**config.mk**
```make
export PLATFORM = sky130hd
export DESIGN_NAME = _fifo32
export DESIGN_NICKNAME = d
export VERILOG_FILES = /design/src/rtl/_fifo32.sv
export SDC_FILE = /design/constraint.sdc
export NUM_CORES = 1
export LEC_CHECK = 0
export ABC_AREA = 1
export CAP_MARGIN = 20
export CORE_AREA = 4 4 152 154
export DETAILED_ROUTE_END_ITERATION = 12
export DIE_AREA = 0 0 156 158
export PLACE_DENSITY = 0.84
export SYNTH_ARGS = -nofsm -noshare
export SYNTH_HDL_FRONTEND = slang
export SYNTH_SLANG_ARGS = --single-unit
```
**constraint.sdc**
```tcl
create_clock -name clk -period 3.7 [get_ports clk]
set_input_delay 0.555 -clock clk [delete_from_list [all_inputs] [get_ports clk]]
set_output_delay 0.555 -clock clk [all_outputs]
set_load 0.01 [all_outputs]
```
**src/rtl/_fifo32.sv**
```systemverilog
// _fifo32: 8-entry x 32-bit synchronous FIFO with registered read data
// and one-cycle ack/err pulses driven by a small control FSM.
module _fifo32 (
  input  logic        clk,
  input  logic        reset_n,
  input  logic        wr_en,
  input  logic [31:0] din,
  input  logic        rd_en,
  output logic [31:0] dout,
  output logic        full,
  output logic        empty,
  output logic        wr_ack,
  output logic        wr_err,
  output logic        rd_ack,
  output logic        rd_err,
  output logic [3:0]  data_count
);
  typedef enum logic [2:0] {INIT, NO_OP, WRITE, WR_ERROR, READ, RD_ERROR} state_t;
  state_t      r_state, w_next;
  logic [31:0] r_mem [8];
  logic [2:0]  r_head, r_tail;
  logic [3:0]  r_count;
  logic [31:0] r_dout;
  logic        r_wr_err, r_rd_ack, r_rd_err;
  logic        w_full, w_empty, w_do_wr, w_do_rd;
  assign w_full  = r_count == 4'd8;
  assign w_empty = r_count == 4'd0;
  assign w_do_wr = wr_en && !w_full;
  assign w_do_rd = rd_en && !w_empty;
  // A performed write dominates the state; a concurrent read shows only in rd_ack/rd_err
  always_comb
    w_next = w_do_wr ? WRITE : w_do_rd ? READ : wr_en ? WR_ERROR : rd_en ? RD_ERROR : NO_OP;
  always_ff @(posedge clk)
    if (w_do_wr) r_mem[r_tail] <= din;
  always_ff @(posedge clk or negedge reset_n)
    if (!reset_n) begin
      r_state  <= INIT;
      r_head   <= 3'd0;
      r_tail   <= 3'd0;
      r_count  <= 4'd0;
      r_dout   <= 32'h0;
      r_wr_err <= 1'b0;
      r_rd_ack <= 1'b0;
      r_rd_err <= 1'b0;
    end else begin
      r_state  <= w_next;
      r_wr_err <= wr_en && w_full;
      r_rd_ack <= w_do_rd;
      r_rd_err <= rd_en && w_empty;
      r_count  <= r_count + {3'b0, w_do_wr} - {3'b0, w_do_rd};
      if (w_do_wr) r_tail <= r_tail + 3'd1;
      if (w_do_rd) begin
        r_dout <= r_mem[r_head];
        r_head <= r_head + 3'd1;
      end
    end
  assign dout       = r_dout;
  assign full       = w_full;
  assign empty      = w_empty;
  assign wr_ack     = r_state == WRITE;
  assign wr_err     = r_wr_err;
  assign rd_ack     = r_rd_ack;
  assign rd_err     = r_rd_err;
  assign data_count = r_count;
endmodule

```
==> metrics <==
maximum clock frequency=410 MHz; I/O pins=78; endpoints failing setup=0; final critical-path required period=2.44 ns; slowest stage delay, CP=0.52 ns; remaining number of nets flagged by the antenna check after routing=0; Pins Over Slew Limit=0; die area=0.0246 mm²; Port-buffer cells=77; Seq/Total Area, Yosys=70.1%; Net count, final=1312; floorplan core area=0.0217 mm²; endpoint class of the critical path=primary output; violation count after the first detailed-route iteration=969; length of the first detailed-routing pass in iterations=6; Synth Warn #=0; number of antenna violations at the first check in global routing=0; worst path cell trace=inv_1, ha_1, nand3_1, inv_1, clkdlybuf4s50_1; most area-consuming cells after synthesis=sky130_fd_sc_hd__edfxtp_1 (61%), sky130_fd_sc_hd__nand2_1 (12%), sky130_fd_sc_hd__dfrtp_1 (9.5%); Final Wtd Congestion=0.773; maximum number of pins on one net before global-route repair=68; gate count after technology mapping=1194; post-CTS setup-driven buffer insertion count=0; CP top delay family=buffers and inverters; H-tree Lvls=1; effective utilization at floorplan=58.4%; number of global-route vias before repair=8611; clock-pin slew of the registers on the worst-case setup and hold paths=0.06 ns; TritonCTS buffer count=29; most frequent CP cell=sky130_fd_sc_hd__inv_1; kind of launch point of the worst setup path=flop; Static Leak=0.00644 µW; Final Hold Violating Endpoints=0; # resized after CTS=0; Buf+Inv Stages, Crit Path=3; classification of the worst-slack hold path=primary input to async pin; utilization of the core after routing=68.0%; Clock Path Buffers=3; DIE HEIGHT=158 µm; Cell Count Post-Placement=1516; worst vdd rail ir drop=0.495 mV; Worst EP arrival=1.88 ns; run status=finished, final reports clean; post-synthesis instance area=0.0127 mm²; critical path data required time=3.14 ns; Layout area overhead=16.4%; wire length of the first global-routing pass=43.8 mm; worst-case headroom to the max-slew limit=30.4%; clock net sink count=304; routed wirelength normalized by instance count=17.7 µm; TritonCTS clock tree=yes; chip width=156 µm; FP Rows=54; post-route worst hold slack=0.176 ns; Final Cycle Share=65.9%; nets in the synthesized netlist=1239; Crit Path Category=flop to primary output; CTS Hold Bufs=0; Max Fanout on Critical Path=3; Yosys cell types=21; Sum Neg Setup Slack=0 ns; Post-Route WL=27.7 mm; global router's overall resource usage=22.7%; final cell count without fillers=1567; most common cell after layout, fill and taps aside=sky130_fd_sc_hd__nand2_1; worst-margin pin slew=1.04 ns; clock latency at the later pin of the worst-skew pair=0.54 ns; Slowest cell on crit path=sky130_fd_sc_hd__clkdlybuf4s50_1; share of Yosys cell area claimed by the top area cell type=60.7%; Setup WS pre-CTS=1.00 ns; share of cells above drive strength 1=6.29%; max-cap viol count=0; unrepaired setup endpoints after global routing=false; highest-count cells in the layout ignoring fill and taps=sky130_fd_sc_hd__nand2_1 (398), sky130_fd_sc_hd__edfxtp_1 (256), sky130_fd_sc_hd__inv_1 (206); setup clock skew after layout=0.00789 ns; final HPWL from detailed placement=15.5 mm; total congestion overflow after global routing=0; Clk Tree Root Cell=sky130_fd_sc_hd__clkbuf_16; power density relative to cell area=782 mW/mm²; final worst-path setup slack=1.26 ns; number of diodes=0; routed vias=8494; largest area contributor in the netlist=sky130_fd_sc_hd__edfxtp_1; DRC violations left=0; Syn Area/Cell=10.6 µm²; register bit count reported by yosys=304; vias per cell=5.42
[Yosys cell counts]
cell / n
sky130_fd_sc_hd__buf_1: 3
sky130_fd_sc_hd__buf_4: 5
sky130_fd_sc_hd__xor2_1: 3
sky130_fd_sc_hd__inv_1: 207
sky130_fd_sc_hd__nand2_1: 398
sky130_fd_sc_hd__nand3_1: 194
sky130_fd_sc_hd__nand2_2: 1
sky130_fd_sc_hd__or2_2: 1
sky130_fd_sc_hd__dfrtp_1: 48
sky130_fd_sc_hd__xnor2_1: 2
sky130_fd_sc_hd__fa_1: 1
sky130_fd_sc_hd__a21oi_1: 1
sky130_fd_sc_hd__nor2_1: 12
sky130_fd_sc_hd__nor3b_1: 1
sky130_fd_sc_hd__nand3_2: 1
sky130_fd_sc_hd__clkbuf_1: 7
sky130_fd_sc_hd__buf_2: 40
sky130_fd_sc_hd__ha_1: 8
sky130_fd_sc_hd__edfxtp_1: 256
sky130_fd_sc_hd__inv_2: 3
sky130_fd_sc_hd__o21ai_0: 2
[flip-flops by register name, indices dropped and copies added (netlist names)]
name	flops
r_state	3
dout	32
rd_ack	1
rd_err	1
r_mem	256
wr_err	1
r_head	3
r_tail	3
data_count	4
[routing by layer]
metal,global-route usage [%],wire length (µm),vias to the layer above
li1,-,-,3964
met1,29.1,10400,3999
met2,39.5,14100,459
met3,3.66,2490,72
met4,8.50,773,0
met5,0,0,-
[cells by family after synthesis]
logic type / after synthesis / share of synthesized area, %
AOI/OAI and AO/OA: 3 / 0.118
DFF: 304 / 70.1
adders and majority gates: 9 / 0.948
and+or+nand+nor: 608 / 20.0
xor gates and xnor gates: 5 / 0.346
buffers and inverters: 265 / 8.39
[per-stage QoR]
step	power, µW	area, µm²
2_1_floorplan	7100	12700
3_3_place_gp	8260	13800
3_5_place_dp	8470	13800
4_1_cts	11600	14700
5_1_grt	12200	14700
6_report	11500	14700
[worst register-to-register path: cells and delay by family, from the launching register on]
family / cells / cell delay, ns
flops: 1 / 0.42
simple gates: 5 / 0.64
buf+inv: 2 / 1.24
[layout make-up]
class                           instances  area (µm²)
Inverter                              210         790
Multi-Input combinational cell        625        2780
Timing Repair Buffer                   97         941
Clock inverter                         18         233
Fill cell                            1426        6940
Tap cell                              280         350
Sequential cell                       304        8890
Clock buffer                           33         761
[path summary, 6_finish.rpt]
kind / from / endpoint / slack [ns] / cells past startpoint
setup / recovery: data_count[2]$_DFF_PN0_ / full / 1.26 / 5
hold / removal: reset_n / dout[31]$_DFFE_PN0P_ / 0.18 / 1
setup reg to reg: r_head[0]$_DFFE_PN0P_ / dout[29]$_DFFE_PN0P_ / 1.29 / 7
hold reg to reg: dout[1]$_DFFE_PN0P_ / dout[1]$_DFFE_PN0P_ / 0.48 / 2
max in group asynchronous: reset_n / r_head[1]$_DFFE_PN0P_ / 2.72 / 2
min in group clk: dout[1]$_DFFE_PN0P_ / dout[1]$_DFFE_PN0P_ / 0.48 / 2
[power by group]
part           internal, µW  switching (µW)
clock network          1880            1200
logic                  1300            2490
registers              4410             255
total                  7590            3940
Power figures use the tool's default switching activity.
